===== config.mk =====
export PLATFORM = sky130hd
export DESIGN_NAME = fft_frame_buffer_flat
export DESIGN_NICKNAME = d
export VERILOG_FILES = /design/src/rtl/fft_pkg.sv /design/src/rtl/fft_frame_buffer_if.sv /design/src/rtl/frame_bank.sv /design/src/rtl/fft_frame_buffer.sv /design/src/flat_wrapper.sv
export SDC_FILE = /design/constraint.sdc
export NUM_CORES = 1
export LEC_CHECK = 0
export ABC_AREA = 1
export CAP_MARGIN = 20
export CORE_ASPECT_RATIO = 1.75
export CORE_UTILIZATION = 40
export CTS_CLUSTER_DIAMETER = 200
export CTS_CLUSTER_SIZE = 30
export DETAILED_ROUTE_END_ITERATION = 8
export DONT_BUFFER_PORTS = 1
export SLEW_MARGIN = 5
export SYNTH_ARGS = -nofsm -noshare
export SYNTH_HDL_FRONTEND = slang
export SYNTH_SLANG_ARGS = --single-unit

===== constraint.sdc =====
create_clock -name clk -period 2.45 [get_ports clk]
set_input_delay 0.49 -clock clk [delete_from_list [all_inputs] [get_ports clk]]
set_output_delay 0.49 -clock clk [all_outputs]
set_load 0.02 [all_outputs]

===== src/rtl/fft_pkg.sv =====
// Shared types and defaults for the FFT front end: frame buffer state encoding
// and the lane offset helper used to address flat frame buses.
package fft_pkg;

    localparam int SAMPLE_SIZE_DEF = 32;
    localparam int BUFFER_SIZE_DEF = 4;

    typedef enum logic [1:0] {
        FILL      = 2'd0,
        FILL_HELD = 2'd1,
        STALL     = 2'd2
    } fill_state_t;

    function automatic int frame_slice(input int j, input int sample_size = SAMPLE_SIZE_DEF);
        return j * sample_size;
    endfunction

endpackage


===== src/rtl/fft_frame_buffer_if.sv =====
// Sample-in / frame-out handshake bundle of the FFT frame buffer.
interface fft_frame_buffer_if
    import fft_pkg::*;
#(
    parameter int sample_size = SAMPLE_SIZE_DEF,
    parameter int buffer_size = BUFFER_SIZE_DEF
);
    logic                                 clear;
    logic signed [sample_size-1:0]        in_sample;
    logic                                 in_valid;
    logic                                 in_ready;
    logic [sample_size*buffer_size-1:0]   frame_out;
    logic                                 frame_valid;
    logic                                 frame_ready;
    logic [$clog2(buffer_size):0]         fill_level;

    modport slave (
        input  clear, in_sample, in_valid, frame_ready,
        output in_ready, frame_out, frame_valid, fill_level
    );

    modport master (
        output clear, in_sample, in_valid, frame_ready,
        input  in_ready, frame_out, frame_valid, fill_level
    );
endinterface


===== src/rtl/frame_bank.sv =====
// One frame worth of sample registers: single write lane, all lanes read in parallel.
module frame_bank
    import fft_pkg::*;
#(
    parameter int sample_size = SAMPLE_SIZE_DEF,
    parameter int buffer_size = BUFFER_SIZE_DEF,
    localparam int AW = $clog2(buffer_size)
) (
    input  logic                               clk,
    input  logic                               rst_n,
    input  logic                               we,
    input  logic [AW-1:0]                      addr,
    input  logic [sample_size-1:0]             data,
    output logic [sample_size*buffer_size-1:0] flat
);
    logic [sample_size*buffer_size-1:0] mem_r;

    // Lane write; clearing on reset keeps the idle output bus at zero
    always_ff @(posedge clk or negedge rst_n) begin
        if (!rst_n) begin
            mem_r <= '0;
        end else if (we) begin
            mem_r[frame_slice(int'(addr), sample_size) +: sample_size] <= data;
        end
    end

    assign flat = mem_r;
endmodule


===== src/rtl/fft_frame_buffer.sv =====
// Ping-pong frame assembler: one bank fills while the other is presented to the FFT.
module fft_frame_buffer
    import fft_pkg::*;
#(
    parameter int sample_size = SAMPLE_SIZE_DEF,
    parameter int buffer_size = BUFFER_SIZE_DEF
) (
    input  logic                  clk,
    input  logic                  rst_n,
    fft_frame_buffer_if.slave     bus
);
    localparam int AW = $clog2(buffer_size);
    localparam int IW = $clog2(buffer_size) + 1;
    localparam logic [IW-1:0] LAST_IDX = IW'(buffer_size - 1);
    localparam logic [IW-1:0] FULL_IDX = IW'(buffer_size);

    fill_state_t   state_r, state_n;
    logic          wr_sel_r, wr_sel_n;
    logic          rd_sel_r, rd_sel_n;
    logic [IW-1:0] wr_idx_r, wr_idx_n;
    logic          frame_valid_r, frame_valid_n;
    logic          swap_s;
    logic          accept_s, consume_s, last_s, in_ready_s;
    logic          we0_s, we1_s;
    logic [sample_size*buffer_size-1:0] bank0_s, bank1_s;

    assign in_ready_s = (state_r != STALL);
    assign accept_s   = bus.in_valid && in_ready_s;
    assign consume_s  = frame_valid_r && bus.frame_ready;
    assign last_s     = (wr_idx_r == LAST_IDX);
    assign we0_s      = accept_s && !bus.clear && (wr_sel_r == 1'b0);
    assign we1_s      = accept_s && !bus.clear && (wr_sel_r == 1'b1);

    frame_bank #(.sample_size(sample_size), .buffer_size(buffer_size)) u_bank0 (
        .clk(clk), .rst_n(rst_n), .we(we0_s), .addr(wr_idx_r[AW-1:0]),
        .data(bus.in_sample), .flat(bank0_s)
    );

    frame_bank #(.sample_size(sample_size), .buffer_size(buffer_size)) u_bank1 (
        .clk(clk), .rst_n(rst_n), .we(we1_s), .addr(wr_idx_r[AW-1:0]),
        .data(bus.in_sample), .flat(bank1_s)
    );

    // Next-state: clear wins, otherwise a completed bank swaps onto the output
    always_comb begin
        state_n       = state_r;
        wr_sel_n      = wr_sel_r;
        rd_sel_n      = rd_sel_r;
        wr_idx_n      = wr_idx_r;
        frame_valid_n = frame_valid_r;
        swap_s        = 1'b0;
        if (bus.clear) begin
            wr_idx_n      = '0;
            frame_valid_n = 1'b0;
            state_n       = FILL;
        end else begin
            case (state_r)
                FILL: begin
                    if (accept_s && last_s) begin
                        swap_s  = 1'b1;
                        state_n = FILL_HELD;
                    end else begin
                        wr_idx_n = accept_s ? wr_idx_r + IW'(1) : wr_idx_r;
                    end
                end
                FILL_HELD: begin
                    if (accept_s && last_s) begin
                        if (consume_s) begin
                            swap_s = 1'b1;
                        end else begin
                            wr_idx_n = FULL_IDX;
                            state_n  = STALL;
                        end
                    end else begin
                        wr_idx_n = accept_s ? wr_idx_r + IW'(1) : wr_idx_r;
                        if (consume_s) begin
                            frame_valid_n = 1'b0;
                            state_n       = FILL;
                        end else begin
                            state_n = FILL_HELD;
                        end
                    end
                end
                STALL: begin
                    if (consume_s) begin
                        swap_s  = 1'b1;
                        state_n = FILL_HELD;
                    end else begin
                        state_n = STALL;
                    end
                end
                default: begin
                    state_n       = FILL;
                    wr_idx_n      = '0;
                    frame_valid_n = 1'b0;
                end
            endcase
        end
        if (swap_s) begin
            rd_sel_n      = wr_sel_r;
            wr_sel_n      = ~wr_sel_r;
            wr_idx_n      = '0;
            frame_valid_n = 1'b1;
        end else begin
            rd_sel_n = rd_sel_n;
        end
    end

    // Control state registers
    always_ff @(posedge clk or negedge rst_n) begin
        if (!rst_n) begin
            state_r       <= FILL;
            wr_sel_r      <= 1'b0;
            rd_sel_r      <= 1'b0;
            wr_idx_r      <= '0;
            frame_valid_r <= 1'b0;
        end else begin
            state_r       <= state_n;
            wr_sel_r      <= wr_sel_n;
            rd_sel_r      <= rd_sel_n;
            wr_idx_r      <= wr_idx_n;
            frame_valid_r <= frame_valid_n;
        end
    end

    assign bus.in_ready    = in_ready_s;
    assign bus.frame_valid = frame_valid_r;
    assign bus.fill_level  = wr_idx_r;
    assign bus.frame_out   = rd_sel_r ? bank1_s : bank0_s;
endmodule

===== src/flat_wrapper.sv =====
// flat-port wrapper written by rule: the top's interface ports become plain ports
module fft_frame_buffer_flat import fft_pkg::*;
#(
    parameter int sample_size = SAMPLE_SIZE_DEF,
    parameter int buffer_size = BUFFER_SIZE_DEF
)
  (clk, rst_n, bus_clear, bus_in_sample, bus_in_valid, bus_frame_ready, bus_in_ready, bus_frame_out, bus_frame_valid, bus_fill_level);
  fft_frame_buffer_if #(.sample_size(sample_size), .buffer_size(buffer_size)) bus_i ();
  input  logic clk;
  input  logic rst_n;
  input wire logic [$bits(bus_i.clear)-1:0] bus_clear;
  input wire logic [$bits(bus_i.in_sample)-1:0] bus_in_sample;
  input wire logic [$bits(bus_i.in_valid)-1:0] bus_in_valid;
  input wire logic [$bits(bus_i.frame_ready)-1:0] bus_frame_ready;
  output wire logic [$bits(bus_i.in_ready)-1:0] bus_in_ready;
  output wire logic [$bits(bus_i.frame_out)-1:0] bus_frame_out;
  output wire logic [$bits(bus_i.frame_valid)-1:0] bus_frame_valid;
  output wire logic [$bits(bus_i.fill_level)-1:0] bus_fill_level;
  assign bus_i.clear = bus_clear;
  assign bus_i.in_sample = bus_in_sample;
  assign bus_i.in_valid = bus_in_valid;
  assign bus_i.frame_ready = bus_frame_ready;
  assign bus_in_ready = bus_i.in_ready;
  assign bus_frame_out = bus_i.frame_out;
  assign bus_frame_valid = bus_i.frame_valid;
  assign bus_fill_level = bus_i.fill_level;
  fft_frame_buffer #(.sample_size(sample_size), .buffer_size(buffer_size)) u_core (.clk(clk), .rst_n(rst_n), .bus(bus_i));
endmodule

==> impl_metrics.sql, run 1 <==
INSERT INTO impl_metrics (metric_group, metric, value, unit) VALUES
('outcome', 'run_status', 'finished with violations', ''),
('outcome', 'failed_checks', 'negative hold slack', ''),
('floorplan', 'die_width', '136', 'µm'),
('floorplan', 'boundaryPins', '170', ''),
('grt', 'first_global_vias', '10100', ''),
('yosys', 'synth_cells', '1641', ''),
('drt', 'ant_nets', '0', ''),
('drt', 'detailedRoute.firstIterationViolations', '977', ''),
('floorplan', 'floorplan.core_area', '30800', 'µm²'),
('yosys', 'synth_sequential_area_ratio', '0.526', ''),
('yosys', 'synthesis.nets', '1684', ''),
('grt', 'grt_pass1_wl', '58100', 'µm'),
('clock_tree', 'clock_sink_count', '264', ''),
('floorplan', 'placement_rows', '85', ''),
('sta', 'setup_ws', '23.3', 'ps'),
('grt', 'globalRouteTotalUtil', '0.239', ''),
('layout', 'post_layout_nonfiller_instances', '2101', ''),
('clock_tree', 'worst_skew_pair.late_latency', '500', 'ps'),
('pwr', 'vdd_ir_drop_max', '575', 'µV'),
('yosys', 'synthesis.yosys.warnings', '0', ''),
('layout', 'n_antenna_cell', '0', ''),
('sta', 'setup_viol_count_final', '0', ''),
('sta', 'clock-skew-final', '17.6', 'ps'),
('placed_design', 'placedCellCount', '2087', ''),
('yosys', 'yosys.cell_types.count', '29', ''),
('placed_design', 'final_replace_weighted_congestion', '0.855', ''),
('clock_tree', 'clkTransAtPathRegs', '110', 'ps'),
('clock_tree', 'post_cts.repair.setup_buffers', '0', ''),
('sta', 'fin_hold_ws', '-310', 'ps'),
('setup_path', 'required', '1960', 'ps'),
('sta', 'fin_crit_sh', '0.990', ''),
('grt', 'grt_antenna_before_repair', '0', ''),
('sta', 'setup_repair_after_global_routing_missed_its_margin', 'true', ''),
('setup_path', 'critical_path.endpoint_type', 'primary output', ''),
('hold_path', 'holdCritPathClass', 'in2async', ''),
('sta', 'report.final.hold_viol_count', '264', ''),
('drt', 'via_count', '10900', ''),
('placed_design', 'pre_cts_ws', '387', 'ps'),
('clock_tree', 'h-tree-depth', '1', ''),
('clock_tree', 'ctsRootBufferMaster', 'sky130_fd_sc_hd__clkbuf_16', ''),
('clock_tree', 'cts-buffers-inserted', '12', ''),
('yosys', 'synth.cell_area', '12600', 'µm²'),
('drt', 'viasPerCell', '5.17', ''),
('setup_path', 'crit_fanout', '109', ''),
('floorplan', 'die_h', '236', 'µm'),
('layout', 'area.growth.synth_to_final', '13.4', '%'),
('grt', 'global_route.overflow_total', '0', ''),
('sta', 'fmax', '412', 'MHz'),
('pwr', 'leakagePower', '7.17', 'nW'),
('drt', 'dr.pass1.iters', '5', ''),
('pwr', 'cellPowerDensity', '825', 'nW/µm²'),
('placed_design', 'detailed_place_hpwl', '24900', 'µm'),
('sta', 'period_minus_slack', '2430', 'ps'),
('clock_tree', 'cts_buffer_depth', '3', ''),
('drt', 'drc_errors_left', '0', ''),
('sta', 'worstMarginPinSlew', '609', 'ps'),
('sta', 'drv_slew', '0', ''),
('sta', 'relSlewSlack', '0.593', ''),
('floorplan', 'die_area', '32100', 'µm²'),
('setup_path', 'worst-endpoint-arrival', '1940', 'ps'),
('layout', 'design.final.nets', '1753', ''),
('layout', 'layout.cells.most_common', 'sky130_fd_sc_hd__nand2_1', ''),
('setup_path', 'setup.reg_to_reg.worst_slack', '390', 'ps'),
('yosys', 'yosys_register_bits', '264', ''),
('drt', 'postRouteWirelength', '38000', 'µm'),
('job', 'drv_cap', '0', ''),
('grt', 'largest_net_degree_at_the_start_of_global_routing', '265', ''),
('floorplan', 'initial_core_util', '0.407', ''),
('layout', 'final_layout_size_suffix_gt1_frac', '0.112', ''),
('layout', 'final_cell_mix', '566 x sky130_fd_sc_hd__nand2_1, 322 x sky130_fd_sc_hd__o21ai_0, 263 x sky130_fd_sc_hd__dfrtp_1', ''),
('setup_path', 'worstSetupPathType', 'reg2out', ''),
('placed_design', 'numPortBuffers', '0', ''),
('yosys', 'syn_avg_cell_area', '7.65', 'µm²'),
('layout', 'fillerInstances', '3147', ''),
('drt', 'wire_length_per_cell_after_detailed_routing', '18.1', 'µm'),
('setup_path', 'worstSetupStartpointType', 'flip-flop', ''),
('clock_tree', 'cts_tree', 'built', '');
[critical path, cell delays in order, from the launching register on]
cell and delay, ps:
sky130_fd_sc_hd__dfrtp_4 520, sky130_fd_sc_hd__buf_12 230, sky130_fd_sc_hd__o21ai_0 410, sky130_fd_sc_hd__buf_4 220
[path summary, 6_finish.rpt]
path / start / end / depth (start not counted)
min in group clk: bus_clear / u_core.state_r[1]$_DFFE_PN0P_ / 3
max reg2reg: u_core.state_r[0]$_DFFE_PN0P_ / u_core.u_bank1.flat[28]$_DFFE_PN0P_ / 9
max in group asynchronous: rst_n / u_core.u_bank1.flat[95]$_DFFE_PN0P_ / 0
min: rst_n / u_core.u_bank1.flat[5]$_DFFE_PN0P_ / 0
max: u_core.rd_sel_r$_DFFE_PN0P_ / bus_frame_out[111] / 3
min reg2reg: u_core.u_bank1.flat[12]$_DFFE_PN0P_ / u_core.u_bank1.flat[12]$_DFFE_PN0P_ / 2
[through the flow]
stage / cell area [µm²] / utilization / total power, mW / setup TNS [ps]
5_1_grt: 14200 / 0.461 / 12.4 / -14.1
2_1_floorplan: 12600 / - / 7.86 / 0
3_5_place_dp: 13900 / 0.451 / 9.50 / 0
6_report: 14200 / 0.461 / 11.7 / 0
4_1_cts: 14200 / 0.461 / 11.9 / 0
3_3_place_gp: 13900 / 0.451 / 9.43 / 0
[Yosys cell counts]
library cell	n	area, µm²
sky130_fd_sc_hd__clkinv_1	1	3.75
sky130_fd_sc_hd__nand3b_1	1	7.51
sky130_fd_sc_hd__o21bai_1	1	7.51
sky130_fd_sc_hd__dfrtp_1	264	6610
sky130_fd_sc_hd__buf_6	4	45.0
sky130_fd_sc_hd__ha_1	6	75.1
sky130_fd_sc_hd__nand2_2	2	12.5
sky130_fd_sc_hd__clkbuf_2	3	15.0
sky130_fd_sc_hd__inv_1	176	661
sky130_fd_sc_hd__buf_1	2	7.51
sky130_fd_sc_hd__clkbuf_1	58	218
sky130_fd_sc_hd__nand2_1	567	2130
sky130_fd_sc_hd__nor2_2	3	18.8
sky130_fd_sc_hd__nor2_4	5	56.3
sky130_fd_sc_hd__a21boi_0	1	7.51
sky130_fd_sc_hd__o21ai_0	328	1640
sky130_fd_sc_hd__buf_2	37	185
sky130_fd_sc_hd__nor2_1	71	267
sky130_fd_sc_hd__o22ai_1	1	6.26
sky130_fd_sc_hd__a21oi_1	3	15.0
sky130_fd_sc_hd__nand3_4	2	35.0
sky130_fd_sc_hd__nand4_1	3	18.8
sky130_fd_sc_hd__buf_4	1	7.51
sky130_fd_sc_hd__nand3_1	6	30.0
sky130_fd_sc_hd__xor2_1	1	8.76
sky130_fd_sc_hd__inv_4	1	6.26
sky130_fd_sc_hd__o21ai_1	26	130
sky130_fd_sc_hd__inv_2	3	11.3
sky130_fd_sc_hd__nor3_1	64	320
[where the power goes]
group	leakage [nW]	switching (mW)	internal (mW)
combinational	3.50	2.62	1.30
clock	0.164	1.38	0.969
sequential	3.51	0.295	5.17
[flip-flops by register name, indices dropped and copies added (netlist names)]
name / count
u_core.u_bank1.flat: 128
u_core.bus.fill_level: 3
u_core.u_bank0.flat: 128
u_core.rd_sel_r: 1
u_core.wr_sel_r: 1
u_core.bus.frame_valid: 1
u_core.state_r: 2
[routing by layer]
metal | wire length [µm] | vias up | global-route usage | share of wire
li1 | - | 5250 | - | -
met1 | 15600 | 5206 | 0.324 | 0.41
met2 | 18500 | 356 | 0.382 | 0.49
met3 | 2500 | 52 | 0.0335 | 0.066
met4 | 1500 | 0 | 0.0963 | 0.039
met5 | 0 | - | 0 | 0
[cells by family (layout without fill, tap and decap cells)]
kind of cell,after synthesis,after routing,synth area share
and+or+nand+nor,724,724,0.231
AOI/OAI and AO/OA,360,360,0.144
buffers and inverters,286,355,0.0924
DFF,264,264,0.526
adders and majority gates,6,6,0.00598
xor gates and xnor gates,1,1,0.000698
[repair_timing]
| item | CTS | global route |
|---|---|---|
| setup endpoints to repair | 2 | 5 |
| resized for setup | 2 | 4 |
| endpoints found under the hold margin | 264 | 264 |
[cell type report]
class                      count  area (µm²)  area share
clock inverter                 1        8.76    0.000615
clock buffer                  13         325      0.0229
inverter                     181         682      0.0479
timing repair buffer         160        1330      0.0932
sequential                   264        6610       0.465
tap                          391         489      0.0344
multi-input combinational   1091        4790       0.336
Power figures use the tool's default switching activity.
==> run 2, diff against run 1 <==
Clock period 2.45 ns to 2.5 ns, I/O delays scaled along.
==> run 2 against run 1 <==
Compared with the run above:
- the run still ends with negative hold slack left
- critical path depth unchanged
- global-route usage up 0.87 points
- clock skew barely moved
- routed wire length up 3.4%
- hold slack gained 7.7 ps
- final cell count up 0.29%
- design area hardly changed
- die area unchanged
==> impl_metrics.sql, run 2 (synthesized netlist as in run 1, its figures left out) <==
INSERT INTO impl_metrics (metric_group, metric, value, unit) VALUES
('outcome', 'run_status', 'finished with violations', ''),
('outcome', 'failed_checks', 'negative hold slack', ''),
('clock_tree', 'worst_skew_pair.late_latency', '500', 'ps'),
('sta', 'setup_repair_after_global_routing_missed_its_margin', 'false', ''),
('setup_path', 'worstSetupPathType', 'reg2out', ''),
('setup_path', 'critical-path-slowest-cell', 'sky130_fd_sc_hd__dfrtp_4', ''),
('sta', 'clock-skew-final', '17.5', 'ps'),
('placed_design', 'placedCellCount', '2089', ''),
('sta', 'fin_tns_setup', '0', 'ps'),
('pwr', 'leakagePower', '7.18', 'nW'),
('setup_path', 'timing.critical_path.max_delay_family', 'flip-flops', ''),
('sta', 'fmax', '411', 'MHz'),
('sta', 'report.final.hold_viol_count', '264', ''),
('layout', 'final_layout_size_suffix_gt1_frac', '0.115', ''),
('hold_path', 'holdCritPathClass', 'in2async', ''),
('floorplan', 'initial_core_util', '0.407', ''),
('floorplan', 'boundaryPins', '170', ''),
('clock_tree', 'ctsRootBufferMaster', 'sky130_fd_sc_hd__clkbuf_16', ''),
('clock_tree', 'cts-buffers-inserted', '12', ''),
('placed_design', 'numPortBuffers', '0', ''),
('layout', 'area_used_by_multi_input_combinational_logic', '4790', 'µm²'),
('placed_design', 'detailed_place_hpwl', '25600', 'µm'),
('setup_path', 'crit_fanout', '30', ''),
('layout', 'design.final.nets', '1758', ''),
('sta', 'period_minus_slack', '2430', 'ps'),
('setup_path', 'setup.reg_to_reg.worst_slack', '430', 'ps'),
('drt', 'ant_nets', '0', ''),
('floorplan', 'die_area', '32100', 'µm²'),
('setup_path', 'critical_path.endpoint_type', 'primary output', ''),
('setup_path', 'worstSetupPathDepth', '3', ''),
('grt', 'largest_net_degree_at_the_start_of_global_routing', '265', ''),
('setup_path', 'timing.critical_path.cells', 'buf_4 > o21ai_0 > buf_4', ''),
('layout', 'area.growth.synth_to_final', '13.5', '%'),
('setup_path', 'r2r.worst_path.cells', '6', ''),
('setup_path', 'worst-endpoint-arrival', '1930', 'ps'),
('setup_path', 'worstSetupStartpointType', 'flip-flop', ''),
('setup_path', 'slowest_delay', '610', 'ps'),
('clock_tree', 'clock_sink_count', '264', ''),
('drt', 'viasPerCell', '5.24', ''),
('drt', 'drc_errors_left', '0', ''),
('pwr', 'cellPowerDensity', '815', 'nW/µm²'),
('grt', 'globalRouteTotalUtil', '0.248', ''),
('layout', 'finalCoreUtilization', '0.462', ''),
('layout', 'n_antenna_cell', '0', ''),
('layout', 'final_cell_mix', '566 x sky130_fd_sc_hd__nand2_1, 324 x sky130_fd_sc_hd__o21ai_0, 263 x sky130_fd_sc_hd__dfrtp_1', ''),
('clock_tree', 'cts_buffer_depth', '3', ''),
('sta', 'drv_slew', '0', ''),
('clock_tree', 'cts_tree', 'built', ''),
('sta', 'relSlewSlack', '0.527', ''),
('drt', 'detailedRoute.firstIterationViolations', '1056', ''),
('floorplan', 'die_h', '236', 'µm'),
('sta', 'worstMarginPinSlew', '709', 'ps'),
('drt', 'postRouteWirelength', '39300', 'µm'),
('sta', 'setup_viol_count_final', '0', ''),
('sta', 'fin_hold_ws', '-303', 'ps'),
('grt', 'global_route.overflow_total', '0', ''),
('sta', 'fin_crit_sh', '0.974', ''),
('setup_path', 'critPathBufInv', '2', ''),
('placed_design', 'placed_area', '13900', 'µm²'),
('setup_path', 'worst_path_most_repeated_cell', 'sky130_fd_sc_hd__buf_4', ''),
('grt', 'first_global_vias', '10500', ''),
('clock_tree', 'h-tree-depth', '1', ''),
('layout', 'fillerInstances', '3149', ''),
('clock_tree', 'clkTransAtPathRegs', '120', 'ps'),
('layout', 'layout.cells.most_common', 'sky130_fd_sc_hd__nand2_1', ''),
('layout', 'post_layout_nonfiller_instances', '2107', ''),
('floorplan', 'floorplan.core_area', '30800', 'µm²'),
('job', 'drv_cap', '0', ''),
('placed_design', 'final_replace_weighted_congestion', '0.841', ''),
('drt', 'wire_length_per_cell_after_detailed_routing', '18.7', 'µm'),
('floorplan', 'placement_rows', '85', ''),
('drt', 'dr.pass1.iters', '5', ''),
('grt', 'grt_antenna_before_repair', '0', ''),
('setup_path', 'required', '2000', 'ps'),
('grt', 'grt_pass1_wl', '60200', 'µm'),
('layout', 'stdcell_area', '14200', 'µm²'),
('pwr', 'vdd_ir_drop_max', '556', 'µV'),
('drt', 'via_count', '11100', ''),
('layout', 'seq_area', '6610', 'µm²'),
('floorplan', 'die_width', '136', 'µm');
run 2: where the power goes:
| part | leakage (nW) | switching (mW) | internal (mW) |
|---|---|---|---|
| combinational | 3.51 | 2.57 | 1.30 |
| sequential | 3.51 | 0.318 | 5.07 |
| clock | 0.165 | 1.39 | 0.957 |
run 2: final timing paths:
kind | startpoint | end
worst min register to register | u_core.u_bank1.flat[18]$_DFFE_PN0P_ | u_core.u_bank1.flat[18]$_DFFE_PN0P_
min in group clk | bus_clear | u_core.state_r[1]$_DFFE_PN0P_
worst max-delay path | u_core.rd_sel_r$_DFFE_PN0P_ | bus_frame_out[41]
worst max register to register | u_core.bus.fill_level[1]$_DFFE_PN0P_ | u_core.u_bank1.flat[7]$_DFFE_PN0P_
worst min-delay path | rst_n | u_core.state_r[1]$_DFFE_PN0P_
max in group asynchronous | rst_n | u_core.u_bank0.flat[27]$_DFFE_PN0P_
run 2: metal layers:
| layer | vias up | part of all wire | global-route usage |
|---|---|---|---|
| met3 | 68 | 0.061 | 0.0239 |
| met1 | 5337 | 0.41 | 0.335 |
| met2 | 380 | 0.48 | 0.402 |
| li1 | 5265 | - | - |
| met5 | - | 0 | 0 |
| met4 | 0 | 0.042 | 0.104 |
run 2: worst register-to-register path, delay by kind of cell (launching register included):
kind                     cells  cell delay, ps
buffers and inverters        3             830
flip-flops                   1             630
AND/OR/NAND/NOR              1              80
AO/OA/AOI/OAI                1             170
adder cells (fa/ha/maj)      1             210
run 2: stage by stage:
step	worst slack [ps]	hold WS [ps]	total power [mW]
global route	19.9	-322	12.2
global placement	457	217	9.25
finish	65.7	-303	11.6
detailed placement	447	216	9.32
CTS	17.6	-317	11.7
floorplan	173	204	7.70
run 2: final cells by class:
| class | count | share of cell area |
|---|---|---|
| Sequential cell | 264 | 0.464 |
| Multi-Input combinational cell | 1091 | 0.336 |
| Timing Repair Buffer | 165 | 0.0937 |
| Inverter | 181 | 0.0479 |
| Tap cell | 391 | 0.0344 |
| Clock buffer | 14 | 0.0231 |
| Clock inverter | 1 | 0.000615 |
run 2: what timing repair did:
action / 4_1_cts / 5_1_grt
setup endpoints to repair: 18 / 8
buffers inserted: 3 / 0
gates resized for setup: 1 / 4
hold endpoints to repair: 264 / 264
pin swaps: 0 / 0
